## src/rtl/if_fetch_unit_if.sv

```systemverilog
// ============================================================================
// Module   : if_fetch_unit_if
// Purpose  : Instruction bus bundle (req/gnt/rvalid word fetch channel).
// Revision : 1.0 - initial release
// ============================================================================
`default_nettype none

interface if_fetch_unit_if;
    logic        req_o;
    logic [31:0] addr_o;
    logic        gnt_i;
    logic        rvalid_i;
    logic [31:0] rdata_i;

    modport master (
        output req_o,
        output addr_o,
        input  gnt_i,
        input  rvalid_i,
        input  rdata_i
    );

    modport slave (
        input  req_o,
        input  addr_o,
        output gnt_i,
        output rvalid_i,
        output rdata_i
    );
endinterface

`default_nettype wire

```

## src/rtl/if_fetch_unit.sv

```systemverilog
// ============================================================================
// Module   : if_fetch_unit
// Purpose  : Instruction fetch front end: PC, single-outstanding bus fetch,
//            fetch FIFO and jump redirect. Optional misaligned-redirect check
//            enabled by defining FETCH_MISALIGN_CHK_EN.
// Revision : 1.0 - initial release
// ============================================================================
`default_nettype none

module if_fetch_unit #(
    parameter logic [31:0] RESET_ADDR = 32'h0000_0000,
    parameter int unsigned BUF_DEPTH  = 2,
    parameter logic [31:0] NOP_INS    = 32'h0000_0013
) (
    input  logic                   clk,
    input  logic                   rst,
    input  logic                   jump_en_i,
    input  logic [31:0]            jump_addr_i,
    input  logic                   hold_flag_i,
    if_fetch_unit_if.master        ibus,
    output logic [31:0]            ins_o,
    output logic [31:0]            ins_addr_o,
    output logic                   ins_valid_o,
    input  logic                   ins_ready_i,
    output logic                   misalign_o
);

    localparam int unsigned PTR_W = (BUF_DEPTH > 1) ? $clog2(BUF_DEPTH) : 1;
    localparam int unsigned CNT_W = PTR_W + 1;
    localparam logic [CNT_W-1:0] C_DEPTH = CNT_W'(BUF_DEPTH);

    typedef enum logic [1:0] {
        S_IDLE = 2'd0,
        S_REQ  = 2'd1,
        S_WAIT = 2'd2,
        S_DROP = 2'd3
    } state_t;

    state_t             state_q;
    logic [31:0]        pc_q;
    logic [31:0]        req_addr_q;

    logic [31:0]        data_q [BUF_DEPTH];
    logic [31:0]        addr_q [BUF_DEPTH];
    logic [PTR_W-1:0]   rd_ptr_q;
    logic [PTR_W-1:0]   wr_ptr_q;
    logic [CNT_W-1:0]   count_q;
    logic [CNT_W-1:0]   count_d;

    logic               w_empty;
    logic               w_push;
    logic               w_pop;
    logic               w_credit;
    logic               w_inflight_d;
    logic               w_jump_bad;
    logic               w_misalign;
    logic [31:0]        w_jump_target;

`ifdef FETCH_MISALIGN_CHK_EN
    logic misalign_q;

    // Sticky until the next jump; an aligned jump clears it.
    always_ff @(posedge clk or posedge rst) begin
        if (rst) begin
            misalign_q <= 1'b0;
        end else if (jump_en_i) begin
            misalign_q <= (jump_addr_i[1:0] != 2'b00);
        end
    end

    assign w_jump_bad    = (jump_addr_i[1:0] != 2'b00);
    assign w_jump_target = jump_addr_i;
    assign w_misalign    = misalign_q;
    assign misalign_o    = misalign_q;
`else
    assign w_jump_bad    = 1'b0;
    assign w_jump_target = jump_addr_i & 32'hFFFF_FFFC;
    assign w_misalign    = 1'b0;
    assign misalign_o    = 1'b0;
`endif

    assign w_empty     = (count_q == '0);
    assign ins_valid_o = !w_empty && !hold_flag_i;
    assign ins_o       = w_empty ? NOP_INS : data_q[rd_ptr_q];
    assign ins_addr_o  = w_empty ? 32'h0   : addr_q[rd_ptr_q];

    assign w_pop    = ins_valid_o && ins_ready_i && !jump_en_i;
    assign w_push   = (state_q == S_WAIT) && ibus.rvalid_i && !jump_en_i;
    assign w_credit = (count_q < C_DEPTH);

    // A response is still owed by the bus after this clock edge.
    assign w_inflight_d = ((state_q == S_REQ) && ibus.gnt_i) ||
                          (((state_q == S_WAIT) || (state_q == S_DROP)) && !ibus.rvalid_i);

    assign ibus.req_o  = (state_q == S_REQ);
    assign ibus.addr_o = pc_q;

    always_comb begin
        count_d = count_q;
        if (jump_en_i) begin
            count_d = '0;
        end else begin
            unique case ({w_push, w_pop})
                2'b10:   count_d = count_q + CNT_W'(1);
                2'b01:   count_d = count_q - CNT_W'(1);
                default: count_d = count_q;
            endcase
        end
    end

    always_ff @(posedge clk or posedge rst) begin
        if (rst) begin
            state_q    <= S_IDLE;
            pc_q       <= RESET_ADDR;
            req_addr_q <= 32'h0;
        end else if (jump_en_i) begin
            if (!w_jump_bad) begin
                pc_q <= w_jump_target;
            end
            // A response landing in this very cycle is simply discarded, so
            // DROP is only needed when the bus still owes one.
            if (w_inflight_d) begin
                state_q <= S_DROP;
            end else if (w_jump_bad) begin
                state_q <= S_IDLE;
            end else begin
                state_q <= S_REQ;
            end
        end else begin
            unique case (state_q)
                S_IDLE: begin
                    if (w_credit && !w_misalign) begin
                        state_q <= S_REQ;
                    end
                end
                S_REQ: begin
                    if (ibus.gnt_i) begin
                        req_addr_q <= pc_q;
                        pc_q       <= pc_q + 32'd4;
                        state_q    <= S_WAIT;
                    end
                end
                S_WAIT: begin
                    if (ibus.rvalid_i) begin
                        state_q <= (count_d < C_DEPTH) ? S_REQ : S_IDLE;
                    end
                end
                S_DROP: begin
                    if (ibus.rvalid_i) begin
                        state_q <= w_misalign ? S_IDLE : S_REQ;
                    end
                end
                default: state_q <= S_IDLE;
            endcase
        end
    end

    always_ff @(posedge clk or posedge rst) begin
        if (rst) begin
            rd_ptr_q <= '0;
            wr_ptr_q <= '0;
            count_q  <= '0;
        end else begin
            if (jump_en_i) begin
                rd_ptr_q <= '0;
                wr_ptr_q <= '0;
            end else begin
                if (w_push) begin
                    wr_ptr_q <= wr_ptr_q + PTR_W'(1);
                end
                if (w_pop) begin
                    rd_ptr_q <= rd_ptr_q + PTR_W'(1);
                end
            end
            count_q <= count_d;
        end
    end

    // Storage needs no reset: contents are masked by the empty flag.
    always_ff @(posedge clk) begin
        if (w_push) begin
            data_q[wr_ptr_q] <= ibus.rdata_i;
            addr_q[wr_ptr_q] <= req_addr_q;
        end
    end

endmodule

`default_nettype wire

```

## src/flat_wrapper.sv

```systemverilog
// flat-port wrapper written by rule: the top's interface ports become plain ports
module if_fetch_unit_flat 
#(
    parameter logic [31:0] RESET_ADDR = 32'h0000_0000,
    parameter int unsigned BUF_DEPTH  = 2,
    parameter logic [31:0] NOP_INS    = 32'h0000_0013
)
  (clk, rst, jump_en_i, jump_addr_i, hold_flag_i, ins_o, ins_addr_o, ins_valid_o, ins_ready_i, misalign_o, ibus_req_o, ibus_addr_o, ibus_gnt_i, ibus_rvalid_i, ibus_rdata_i);
  if_fetch_unit_if ibus_i ();
  input  logic clk;
  input  logic rst;
  input  logic jump_en_i;
  input  logic [31:0] jump_addr_i;
  input  logic hold_flag_i;
  output logic [31:0] ins_o;
  output logic [31:0] ins_addr_o;
  output logic ins_valid_o;
  input  logic ins_ready_i;
  output logic misalign_o;
  output wire logic [$bits(ibus_i.req_o)-1:0] ibus_req_o;
  output wire logic [$bits(ibus_i.addr_o)-1:0] ibus_addr_o;
  input wire logic [$bits(ibus_i.gnt_i)-1:0] ibus_gnt_i;
  input wire logic [$bits(ibus_i.rvalid_i)-1:0] ibus_rvalid_i;
  input wire logic [$bits(ibus_i.rdata_i)-1:0] ibus_rdata_i;
  assign ibus_req_o = ibus_i.req_o;
  assign ibus_addr_o = ibus_i.addr_o;
  assign ibus_i.gnt_i = ibus_gnt_i;
  assign ibus_i.rvalid_i = ibus_rvalid_i;
  assign ibus_i.rdata_i = ibus_rdata_i;
  if_fetch_unit #(.RESET_ADDR(RESET_ADDR), .BUF_DEPTH(BUF_DEPTH), .NOP_INS(NOP_INS)) u_core (.clk(clk), .rst(rst), .jump_en_i(jump_en_i), .jump_addr_i(jump_addr_i), .hold_flag_i(hold_flag_i), .ibus(ibus_i), .ins_o(ins_o), .ins_addr_o(ins_addr_o), .ins_valid_o(ins_valid_o), .ins_ready_i(ins_ready_i), .misalign_o(misalign_o));
endmodule
```

## config.mk

```make
export PLATFORM = sky130hd
export DESIGN_NAME = if_fetch_unit_flat
export DESIGN_NICKNAME = d
export VERILOG_FILES = /design/src/rtl/if_fetch_unit_if.sv /design/src/rtl/if_fetch_unit.sv /design/src/flat_wrapper.sv
export SDC_FILE = /design/constraint.sdc
export NUM_CORES = 1
export LEC_CHECK = 0
export ABC_CLOCK_PERIOD_IN_PS = 11450
export BUFFER_PORTS_ARGS = -buffer_cell sky130_fd_sc_hd__buf_2
export CAP_MARGIN = 10
export CORE_UTILIZATION = 50
export DETAILED_ROUTE_END_ITERATION = 6
export PLACE_DENSITY = 0.74
export SKIP_CTS_REPAIR_TIMING = 1
export SYNTH_ARGS = -nofsm -noshare
export SYNTH_HDL_FRONTEND = slang
export SYNTH_SLANG_ARGS = --single-unit
```

## constraint.sdc

```tcl
create_clock -name clk -period 11.45 [get_ports clk]
set_input_delay 1.145 -clock clk [delete_from_list [all_inputs] [get_ports clk]]
set_output_delay 1.145 -clock clk [all_outputs]
set_load 0.005 [all_outputs]
```

After elaboration in Yosys (flattened, before gate mapping):

Memories as Yosys holds them, arrays and structs flattened.
Cells that the tools add are included.

* add/sub/neg operators: 5
* magnitude comparators: 2
* equality and inequality tests: 9
* multiplexer cells: 21
* bitwise operators: 1
* reduce and logical (&&, ||, !) cells: 22

Operators with widths (number)
* 2-to-1 mux 32 bit: 5
* adder 32 x 3 -> 32 bit (second input constant): 1
* 2-to-1 mux 2 bit: 7
* one-hot mux 2 bit (4 select lines): 1
* nonzero test 2 bit: 4
* logical AND 1 bit: 7
* 2-to-1 mux 1 bit: 7
* equality test 2 bit (second input constant): 3
* inequality test 3 x 2 -> 1 bit (second input constant): 2
* inequality test 3 bit (second input constant): 2
* equality test 2 x 1 -> 1 bit (second input constant): 2
* zero test 1 bit: 4
* zero test 2 bit: 2
* less-than comparator 2 bit (second input constant): 2
* one-hot mux 2 bit (2 select lines): 1
* AND reduction 4 bit: 1
* AND reduction 3 bit: 1
* adder 1 bit (second input constant): 2
* adder 2 x 1 -> 2 bit (second input constant): 1
* logical OR 1 bit: 2
* AND reduction 2 bit: 1
* subtractor 2 x 1 -> 2 bit (second input constant): 1
* inverter 1 bit: 1

* register bits after elaboration: 70
* RAM bits: 128
* bits of input ports: 71
* memories: 2

Memories
* u_core.addr_q: words 2, width 32, read ports 1, clocked after Yosys merged registers in 0, wr ports 1, line if_fetch_unit.sv:44 `logic [31:0] addr_q [BUF_DEPTH];`
* u_core.data_q: words 2, width 32, read ports 1, clocked after Yosys merged registers in 0, wr ports 1, line if_fetch_unit.sv:43 `logic [31:0] data_q [BUF_DEPTH];`

Logic depth before layout (Yosys ltp):

Gate-level depths: netlist of run 1.

* depth after elaboration: 13
* depth in mapped cells: 11

Worst setup path after synthesis of run 1:

Ideal clock, no wire load.

* path kind: input -> register
* start point: in jump_en_i
* end point: mem u_core.addr_q[0][10] (enable)
* data arrival time: 4.279 ns
* path slack: 6.689 ns
* stages on the path: 4
* buffers on the path: 1
* path through: clkbuf_1 -> nor3_1 -> inv_1 -> nor2_1

* cells in the longest elaborated chain, start to end: 4

RTL lines
* from (decl): line flat_wrapper.sv:12 `input logic jump_en_i;`
* zero test 1 bit: line if_fetch_unit.sv:88 `assign w_push = (state_q == S_WAIT) && ibus.rvalid_i && !jump_en_i;`
* logical AND 1 bit: line if_fetch_unit.sv:88
* 2-to-1 mux 1 bit: line if_fetch_unit.sv:181 `if (w_push) begin`
* 2-to-1 mux 1 bit (not written as such): line if_fetch_unit.sv:183 `addr_q[wr_ptr_q] <= req_addr_q;`
* to (decl): line if_fetch_unit.sv:44

Every way passes these cells.

Final worst setup path of run 1:

* start point: reg u_core.count_q[0]
* end point: out ins_addr_o[19]

* cells in the longest elaborated chain, start to end: 2

RTL lines
* from (decl): line if_fetch_unit.sv:47 `logic [CNT_W-1:0] count_q;`
* from (signal assigned): line if_fetch_unit.sv:175 `count_q <= count_d;`
* zero test 2 bit: line if_fetch_unit.sv:82 `assign w_empty = (count_q == '0);`
* 2-to-1 mux 32 bit: line if_fetch_unit.sv:85 `assign ins_addr_o = w_empty ? 32'h0 : addr_q[rd_ptr_q];`
* to (decl): line flat_wrapper.sv:16 `output logic [31:0] ins_addr_o;`

Every way passes these cells.

==> impl_metrics.ini, run 1 <==
[power]
net_sw_power_mw = 0.350
power.combinational.fraction = 0.077
cellInternalPower_mw = 1.24
total_leakage_power_nw = 3.65
clock_power_share = 0.372
report.power.total_mw = 1.59
pwr_density_cell_nw_per_um2 = 168
power.share.sequential = 0.552
switching_share = 0.221
worst_ir_drop_vdd_uv = 105

[grt]
global_route_wire_length_before_repair_um = 24700
grt_overflow = 0
initial_antenna_violation_count = 0
grt_max_degree = 70
gr-usage-all-layers = 0.201
number_of_global_route_vias_before_repair = 4808

[synthesis]
yosysSeqAreaShare = 0.685
post_synth_inst_count = 575
count_of_flip_flops_with_a_built_in_enable_after_synthesis = 124
number_of_warning_messages_in_the_yosys_log = 0
synth_async_sr_flop_share = 0.347
netlist_area_um2 = 7850
syn-mean-instance-area_um2 = 13.6
synth_ff_type = sky130_fd_sc_hd__edfxtp_1
ys_seq_elements = 190
ys_types = 34

[setup_path]
timing.critical_path.required_ns = 10.31
crit_start = u_core.count_q[0]$_DFFE_PP0P_
crit_path_max_fanout = 33
crit_arrival_ns = 2.16
worst_r2r_startpoint = u_core.state_q[1]$_DFFE_PP0P_
critical_path_sink_type = output port
regToRegEndpoint = u_core.ibus.addr_o[24]$_DFFE_PP0P_
setup.reg_to_reg.worst_slack_ns = 8.82
setup.worst_path.start_class = flip-flop
critPathKind = reg -> out
endpoint = ins_addr_o[19]
number_of_cells_on_the_worst_reg_to_reg_path = 5

[layout]
final_nets = 808
signed_area_change_from_the_synthesized_netlist_to_the_final_layout_pct = 20.7
layout.cells.most_common_list = 162 x sky130_fd_sc_hd__buf_2, 124 x sky130_fd_sc_hd__edfxtp_1, 71 x sky130_fd_sc_hd__nor2_1
n_antenna_cell = 0
drive_gt1_frac = 0.318
finish.cell_count_without_fillers = 957
layout.cells.most_common = sky130_fd_sc_hd__buf_2

[routing]
route.detailed.wl_per_inst_um = 16.3
wl_um = 15600
remaining_drc_errors = 0
highest-signal-layer = met4
via_per_inst = 5.16
route.antenna.remaining_nets = 0
met3_length_um = 925
drt-met1-wl_um = 6850
vias = 4936
dr_iter_0_viols = 256
detail_route.first_pass.iterations = 5
detailroute.wirelength.met2_um = 7550

[clocking]
clkTransAtPathRegs_ns = 0.06
clock_root_cell = sky130_fd_sc_hd__clkbuf_16
cts_max_level = 4
clkLatencyLatePin_ns = 0.42
tritoncts = done
ctsLongestPathBuffers = 2
cts.sinks = 190
cts-buffers-inserted = 17

[timing]
worst_clock_skew_ns = 0.00630
achievable-frequency_mhz = 303
finalMaxSlewViolations = 0
setup_viol = 0
final.period_utilization = 0.288
rsz0062_at_grt = no
maxSlewHeadroom = 0.240
worst_slew_pin_slew_ns = 1.14
timing.final.hold_violations = 0
setup-tns-final_ns = 0
post_layout_min_period_ns = 3.30
post-route-worst-setup-slack_ns = 8.15

[placement]
dpl_worst_slack_ns = 7.88
buffer_ports.inserted = 162
gp_routability_congestion = 0.843
place.detailed.instances = 926
detailedPlacementHpwl_um = 10400

[die]
coreArea_um2 = 15300
boundaryPins = 170
die_area_um2 = 16200
die-width_um = 127
die_y_um = 127
starting_density = 0.514
core.rowCount = 45

[status]
status = finished clean

[flow_run]
max-cap-violations = 0

[hold_path]
worst_hold_path_type = reg -> reg
## synthesized netlist by cell type, types with 8 or more instances
master	n	area share
sky130_fd_sc_hd__buf_1	9	0.0043
sky130_fd_sc_hd__clkbuf_1	17	0.0081
sky130_fd_sc_hd__dfrtp_1	66	0.21
sky130_fd_sc_hd__edfxtp_1	124	0.47
sky130_fd_sc_hd__mux2_2	31	0.044
sky130_fd_sc_hd__mux2i_1	63	0.080
sky130_fd_sc_hd__nand2_1	44	0.021
sky130_fd_sc_hd__nand3_1	13	0.0083
sky130_fd_sc_hd__nand4_1	14	0.011
sky130_fd_sc_hd__nor2_1	74	0.035
sky130_fd_sc_hd__nor4_1	8	0.0064
sky130_fd_sc_hd__o21ai_0	33	0.021
sky130_fd_sc_hd__xnor2_1	16	0.018
sky130_fd_sc_hd__xor2_1	14	0.016
## metal layers
metal	up-vias	GRT usage
met1	2366	0.266
li1	2377	-
met4	0	0.0721
met3	18	0.0381
met2	175	0.332
met5	-	0
## flip-flops by register name, summed over array words and instances (netlist names)
name                count
u_core.data_q          64
u_core.addr_q          60
u_core.ibus.addr_o     30
u_core.req_addr_q      30
u_core.count_q          2
u_core.state_q          2
u_core.rd_ptr_q         1
u_core.wr_ptr_q         1
## critical path, cell delays in order, from the launching register on
cell and delay (ns):
sky130_fd_sc_hd__dfrtp_1 0.48, sky130_fd_sc_hd__nor2_4 0.55, sky130_fd_sc_hd__buf_4 0.45, sky130_fd_sc_hd__nor2_1 0.11
sky130_fd_sc_hd__buf_2 0.14
## worst min-delay path by stage
stage                                            from                              to  cells after the start
floorplan           u_core.req_addr_q[10]$_DFFE_PP0P_  u_core.addr_q[0][10]$_DFFE_PP_                      0
global placement     u_core.req_addr_q[6]$_DFFE_PP0P_   u_core.addr_q[0][6]$_DFFE_PP_                      0
detailed placement  u_core.req_addr_q[24]$_DFFE_PP0P_  u_core.addr_q[1][24]$_DFFE_PP_                      0
CTS                 u_core.req_addr_q[11]$_DFFE_PP0P_  u_core.addr_q[0][11]$_DFFE_PP_                      0
global route        u_core.req_addr_q[25]$_DFFE_PP0P_  u_core.addr_q[0][25]$_DFFE_PP_                      0
finish              u_core.req_addr_q[11]$_DFFE_PP0P_  u_core.addr_q[0][11]$_DFFE_PP_                      0
## kinds of logic after synthesis
family                   Yosys count  synth area share
other                              1          0.000478
flip-flops                       190             0.685
XOR/XNOR                          30            0.0335
adder cells (fa/ha/maj)            3           0.00478
buffers and inverters             38            0.0207
multiplexers                      94             0.125
AO/OA/AOI/OAI                     39            0.0254
AND/OR/NAND/NOR                  180             0.105
## through the flow
| stage | cell area, um^2 | util | hold slack, ns |
|---|---|---|---|
| finish | 9470 | 0.620 | 0.468 |
| global route | 9470 | 0.620 | 0.486 |
| global placement | 8860 | 0.581 | 0.448 |
| floorplan | 7860 | - | 0.438 |
| detailed placement | 8860 | 0.581 | 0.456 |
| CTS | 9470 | 0.620 | 0.471 |
## cell type report
| class | instances | area, um^2 |
|---|---|---|
| clock buffer | 22 | 495 |
| clock inverter | 9 | 108 |
| fill | 1164 | 5790 |
| inverter | 6 | 22.5 |
| multi-input combinational | 351 | 2340 |
| sequential | 190 | 5380 |
| tap | 211 | 264 |
| timing repair buffer | 168 | 856 |
## power groups by stage
stage / combinational [mW] / clock, mW / sequential (mW)
detailed placement: 0.122 / 0 / 0.889
finish: 0.122 / 0.590 / 0.876
floorplan: 0.0817 / 0 / 0.871
CTS: 0.124 / 0.596 / 0.875
global route: 0.136 / 0.624 / 0.885
global placement: 0.118 / 0 / 0.883
(Power assumes the default switching activity.)
==> run 2: changes to the inputs <==
--- a/config.mk
+++ b/config.mk
@@ -5,12 +5,12 @@
 export SDC_FILE = /design/constraint.sdc
 export NUM_CORES = 1
 export LEC_CHECK = 0
-export ABC_CLOCK_PERIOD_IN_PS = 11450
+export ABC_CLOCK_PERIOD_IN_PS = 3000
 export BUFFER_PORTS_ARGS = -buffer_cell sky130_fd_sc_hd__buf_2
 export CAP_MARGIN = 10
-export CORE_UTILIZATION = 50
+export CORE_UTILIZATION = 49
 export DETAILED_ROUTE_END_ITERATION = 6
-export PLACE_DENSITY = 0.74
+export PLACE_DENSITY = 0.76
 export SKIP_CTS_REPAIR_TIMING = 1
 export SYNTH_ARGS = -nofsm -noshare
 export SYNTH_HDL_FRONTEND = slang
==> constraint.sdc (replaced) <==
create_clock -name clk -period 3 [get_ports clk]
set_input_delay 0.3 -clock clk [delete_from_list [all_inputs] [get_ports clk]]
set_output_delay 0.3 -clock clk [all_outputs]
set_load 0.005 [all_outputs]
==> impl_metrics.ini, run 2 (synthesized netlist as in run 1, its figures left out) <==
[routing]
vias = 4997
route.detailed.wl_per_inst_um = 16.5
via_per_inst = 5.19
dr_iter_0_viols = 262
route.antenna.remaining_nets = 0
wl_um = 15800
remaining_drc_errors = 0
detail_route.first_pass.iterations = 4

[clocking]
cts.sinks = 190
clock_root_cell = sky130_fd_sc_hd__clkbuf_16
clkLatencyLatePin_ns = 0.42
clkTransAtPathRegs_ns = 0.07
cts_max_level = 4
ctsLongestPathBuffers = 2
cts-buffers-inserted = 17
tritoncts = done

[timing]
timing.final.hold_violations = 0
achievable-frequency_mhz = 437
maxSlewHeadroom = 0.502
setup_viol = 0
post_layout_min_period_ns = 2.29
finalMaxSlewViolations = 0
final.period_utilization = 0.763
worst_clock_skew_ns = 0.00987
setup-tns-final_ns = 0
worst_slew_pin_slew_ns = 0.745
rsz0062_at_grt = no

[setup_path]
worst_path_max_delay_cell = sky130_fd_sc_hd__or4_4
critPathKind = reg -> reg
crit_path_max_fanout = 7
crit_arrival_ns = 2.64
chain_of_cells_forming_the_critical_path = nand2_2 > or3_1 > or4_4 > or4_1 > nand3_1
critical_path_sink_type = flip-flop
timing.critical_path.required_ns = 3.35
timing.critical_path.slowest_cell_delay_ns = 0.61
setup.worst_path.start_class = flip-flop
setup.reg_to_reg.worst_slack_ns = 0.71

[die]
die_y_um = 129
die-width_um = 129
core.rowCount = 45
die_area_um2 = 16500
coreArea_um2 = 15400
boundaryPins = 170
starting_density = 0.509

[layout]
top_registers = u_core.data_q (64), u_core.addr_q (60)
finalCoreUtilization = 0.622
n_antenna_cell = 0
largest_reg_flops = 64
final_nets = 812
registers.top_by_ff_count = u_core.data_q
filler_cell_count = 1216
drive_gt1_frac = 0.324
layout.cells.most_common_list = 162 x sky130_fd_sc_hd__buf_2, 124 x sky130_fd_sc_hd__edfxtp_1, 71 x sky130_fd_sc_hd__nor2_1
layout.cells.most_common = sky130_fd_sc_hd__buf_2
signed_area_change_from_the_synthesized_netlist_to_the_final_layout_pct = 22.3

[status]
status = finished clean

[grt]
initial_antenna_violation_count = 0
number_of_global_route_vias_before_repair = 4969
global_route_wire_length_before_repair_um = 24800
grt_overflow = 0
gr-usage-all-layers = 0.199
grt_max_degree = 60

[flow_run]
max-cap-violations = 0

[power]
total_leakage_power_nw = 3.73
worst_ir_drop_vdd_uv = 383
pwr_density_cell_nw_per_um2 = 651
report.power.total_mw = 6.25

[placement]
buffer_ports.inserted = 162
gp_routability_congestion = 0.856
detailedPlacementHpwl_um = 10900

[hold_path]
worst_hold_path_type = in -> async
[run 2: final cells by class]
type	count	area, um^2	share of cell area
clock buffers	22	517	0.0539
repair buffers	172	923	0.0962
clock inverters	10	146	0.0153
flip-flops and latches	190	5380	0.561
multi-input cells	351	2340	0.244
well taps	211	264	0.0275
inverters	6	22.5	0.00235
[run 2: power breakdown]
| part | leakage, nW | switching (mW) | internal, mW |
|---|---|---|---|
| Sequential | 1.93 | 0.217 | 3.13 |
| Combinational | 1.48 | 0.213 | 0.262 |
| Clock | 0.324 | 0.937 | 1.49 |
| Total | 3.73 | 1.37 | 4.88 |
[run 2: routing by layer]
layer,up-vias,GRT usage,routed length (um),share of wire
li1,2382,-,-,-
met1,2411,0.260,7170,0.45
met2,186,0.318,7430,0.47
met3,18,0.0549,1040,0.066
met4,0,0.0727,206,0.013
met5,-,0,0,0
[run 2: critical path: cells and delay by family, from the launching register on]
kind | cells | cell delay [ns]
DFF | 1 | 0.47
and+or+nand+nor | 5 | 1.76
[run 2: final timing paths]
kind / startpoint / to / cells after the start
max: u_core.ibus.addr_o[12]$_DFFE_PP0P_ / u_core.ibus.addr_o[24]$_DFFE_PP0P_ / 5
min: rst / u_core.rd_ptr_q$_DFFE_PP0P_ / 2
max reg2reg: u_core.ibus.addr_o[12]$_DFFE_PP0P_ / u_core.ibus.addr_o[24]$_DFFE_PP0P_ / 5
min reg2reg: u_core.req_addr_q[19]$_DFFE_PP0P_ / u_core.addr_q[0][19]$_DFFE_PP_ / 0
max in group asynchronous: rst / u_core.req_addr_q[19]$_DFFE_PP0P_ / 3
min in group clk: ibus_rdata_i[13] / u_core.data_q[1][13]$_DFFE_PP_ / 1
[run 2: through the flow]
stage          hold slack (ns)  instance area (um^2)  std cells  worst slack (ns)
2_1_floorplan            0.396                  7860        579             0.118
3_3_place_gp             0.448                  8930        930             0.753
3_5_place_dp             0.458                  8930        930             0.739
4_1_cts                 0.0228                  9590        962             0.658
5_1_grt                 0.0452                  9590        962             0.544
6_report                0.0133                  9590        962             0.712
==> run 3: changes to the inputs <==
--- a/config.mk
+++ b/config.mk
@@ -5,12 +5,13 @@
 export SDC_FILE = /design/constraint.sdc
 export NUM_CORES = 1
 export LEC_CHECK = 0
-export ABC_CLOCK_PERIOD_IN_PS = 3000
+export ABC_AREA = 1
+export ABC_CLOCK_PERIOD_IN_PS = 1850
 export BUFFER_PORTS_ARGS = -buffer_cell sky130_fd_sc_hd__buf_2
 export CAP_MARGIN = 10
-export CORE_UTILIZATION = 49
+export CORE_UTILIZATION = 50
 export DETAILED_ROUTE_END_ITERATION = 6
-export PLACE_DENSITY = 0.76
+export PLACE_DENSITY = 0.77
 export SKIP_CTS_REPAIR_TIMING = 1
 export SYNTH_ARGS = -nofsm -noshare
 export SYNTH_HDL_FRONTEND = slang
==> constraint.sdc (replaced) <==
create_clock -name clk -period 1.85 [get_ports clk]
set_input_delay 0.185 -clock clk [delete_from_list [all_inputs] [get_ports clk]]
set_output_delay 0.185 -clock clk [all_outputs]
set_load 0.005 [all_outputs]
==> impl_metrics.ini, run 3 <==
[layout]
layout.cells.most_common = sky130_fd_sc_hd__nand2_1
drive_gt1_frac = 0.237
final_area_um2 = 10600
filler_cell_count = 1285
area_taken_by_flip_flops_and_latches_um2 = 5380
largest_reg_flops = 64
final_nets = 1138
n_antenna_cell = 0
layout.cells.most_common_list = 299 x sky130_fd_sc_hd__nand2_1, 162 x sky130_fd_sc_hd__buf_2, 124 x sky130_fd_sc_hd__edfxtp_1
top_registers = u_core.data_q (64), u_core.addr_q (60)
multi_input_comb_area_um2 = 2680
signed_area_change_from_the_synthesized_netlist_to_the_final_layout_pct = 26.4
registers.top_by_ff_count = u_core.data_q

[grt]
grt_max_degree = 67
gr-usage-all-layers = 0.221
grt_overflow = 0
initial_antenna_violation_count = 0
global_route_wire_length_before_repair_um = 29700
number_of_global_route_vias_before_repair = 5781

[timing]
finalMaxSlewViolations = 0
post_layout_min_period_ns = 1.80
setup_viol = 0
timing.final.hold_violations = 0
achievable-frequency_mhz = 555
worst_clock_skew_ns = 0.0140
hold_slack_ns = 0.00374
setup-tns-final_ns = 0
final.period_utilization = 0.974

[clocking]
ctsLongestPathBuffers = 2
cts-buffers-inserted = 17
tritoncts = done
clock_root_cell = sky130_fd_sc_hd__clkbuf_16
clkLatencyLatePin_ns = 0.43
cts.sinks = 190
clkTransAtPathRegs_ns = 0.07
cts_max_level = 4

[flow_run]
max-cap-violations = 0

[synthesis]
netlist_area_um2 = 8390
synth_async_sr_flop_share = 0.347
syn-mean-instance-area_um2 = 9.71
netlist.top_cell.by_area = sky130_fd_sc_hd__edfxtp_1
synth_ff_type = sky130_fd_sc_hd__edfxtp_1
synth_most_common_cell = sky130_fd_sc_hd__nand2_1
post_synth_inst_count = 864
post_synth_main_area_contributors = sky130_fd_sc_hd__edfxtp_1 44%, sky130_fd_sc_hd__dfrtp_1 20%, sky130_fd_sc_hd__nand2_1 13%
synth_top_area_frac = 0.444
synthTopCellsByCount = 300 x sky130_fd_sc_hd__nand2_1, 124 x sky130_fd_sc_hd__edfxtp_1, 82 x sky130_fd_sc_hd__a21oi_1, 82 x sky130_fd_sc_hd__nor2_1, 66 x sky130_fd_sc_hd__dfrtp_1
count_of_flip_flops_with_a_built_in_enable_after_synthesis = 124
yosysSeqAreaShare = 0.641
ys_seq_elements = 190
number_of_warning_messages_in_the_yosys_log = 0
ys_types = 37

[setup_path]
crit_family = buffers and inverters
chain_of_cells_forming_the_critical_path = nor2_4 > buf_4 > clkbuf_16 > a21oi_1 > buf_2
setup.reg_to_reg.worst_slack_ns = 0.14
crit_arrival_ns = 1.62
crit_path_max_fanout = 30
timing.critical_path.slowest_cell_delay_ns = 0.45
cp.buffers_inverters = 3
critPathKind = reg -> out
worst_path_max_delay_cell = sky130_fd_sc_hd__dfrtp_2
crit_start = u_core.count_q[1]$_DFF_PP0_
timing.critical_path.required_ns = 1.66
regToRegEndpoint = u_core.state_q[0]$_DFFE_PP0P_
number_of_cells_on_the_worst_reg_to_reg_path = 11
critical_path_sink_type = output port
setup.worst_path.start_class = flip-flop
worst_r2r_startpoint = u_core.state_q[0]$_DFFE_PP0P_

[status]
status = finished clean

[power]
pwr_density_cell_nw_per_um2 = 1110
worst_ir_drop_vdd_uv = 739
report.power.total_mw = 11.8
total_leakage_power_nw = 4.66

[routing]
via_per_inst = 5.07
wl_um = 19800
remaining_drc_errors = 0
vias = 6560
route.detailed.wl_per_inst_um = 15.3
detail_route.first_pass.iterations = 5
route.antenna.remaining_nets = 0
dr_iter_0_viols = 431

[die]
die_area_um2 = 17300
coreArea_um2 = 16100
die_y_um = 132
die-width_um = 132
starting_density = 0.521
core.rowCount = 46
boundaryPins = 170

[hold_path]
worst_hold_path_type = in -> reg
hold_depth = 3
holdPathEnd = u_core.ibus.addr_o[5]$_DFFE_PP0P_
hold_start = jump_addr_i[5]

[placement]
dpl_cell_area_um2 = 9520
detailedPlacementHpwl_um = 12600
gp_routability_congestion = 0.861
buffer_ports.inserted = 162
## run 3: changes by cell type in the layout (fill, tap and decap cells not counted), sizes merged, moves of 16 or more
cell,before,now
nand3,13,38
dlygate4sd3,0,34
a21oi,3,82
mux2i,63,0
nand2,45,305
inv,8,59
mux2,31,0
nor2,74,91
xnor2,16,0
## run 3: metal layers
| layer | GRT usage | vias to the layer above | wire length (um) |
|---|---|---|---|
| met5 | 0 | - | 0 |
| met4 | 0.0711 | 0 | 284 |
| met3 | 0.0409 | 17 | 1150 |
| met2 | 0.349 | 247 | 9390 |
| met1 | 0.308 | 3046 | 8990 |
| li1 | - | 3250 | - |
## run 3: worst reg2reg max path, delay by kind of cell (launching register included)
family	cells	cell delay, ns
AND/OR/NAND/NOR	8	0.73
XOR/XNOR	1	0.16
buffers and inverters	1	0.09
adder cells (fa/ha/maj)	1	0.19
flip-flops	1	0.43
## run 3: area by class of cell
class / count / area share
well taps: 216 / 0.0255
inverters: 53 / 0.0195
flip-flops and latches: 190 / 0.507
clock buffers: 18 / 0.0405
clock inverters: 14 / 0.0169
multi-input cells: 584 / 0.253
repair buffers: 218 / 0.138
## run 3: kinds of logic (layout without fill, tap and decap cells)
kind of cell               after synthesis  after routing  synth area share
adders and majority gates                3              3           0.00447
and+or+nand+nor                        444            444             0.218
DFF                                    190            190             0.641
AOI/OAI and AO/OA                      126            126            0.0799
other                                    1              5          0.000447
xor gates and xnor gates                 6              6           0.00626
buffers and inverters                   94            303            0.0498
## run 3: worst max-delay path by stage
stage	end	slack [ns]	cells past startpoint
6_report	ins_addr_o[11]	0.05	5
5_1_grt	u_core.state_q[0]$_DFFE_PP0P_	-0.02	11
4_1_cts	ins_addr_o[10]	-0.08	5
3_5_place_dp	u_core.state_q[0]$_DFFE_PP0P_	0.10	12
3_3_place_gp	u_core.state_q[0]$_DFFE_PP0P_	0.17	11
2_1_floorplan	u_core.addr_q[0][10]$_DFFE_PP_	-0.28	5
## run 3: power by group
part / switching, mW / total [mW] / internal [mW]
Combinational: 1.31 / 2.14 / 0.829
Clock: 1.58 / 3.74 / 2.15
Sequential: 0.569 / 5.88 / 5.31
## run 3: stage by stage
stage | utilization | worst slack, ns | instances
2_1_floorplan | - | -0.284 | 868
3_3_place_gp | 0.591 | 0.168 | 1222
3_5_place_dp | 0.591 | 0.103 | 1222
4_1_cts | 0.629 | -0.0776 | 1254
5_1_grt | 0.658 | -0.0206 | 1293
6_report | 0.658 | 0.0472 | 1293
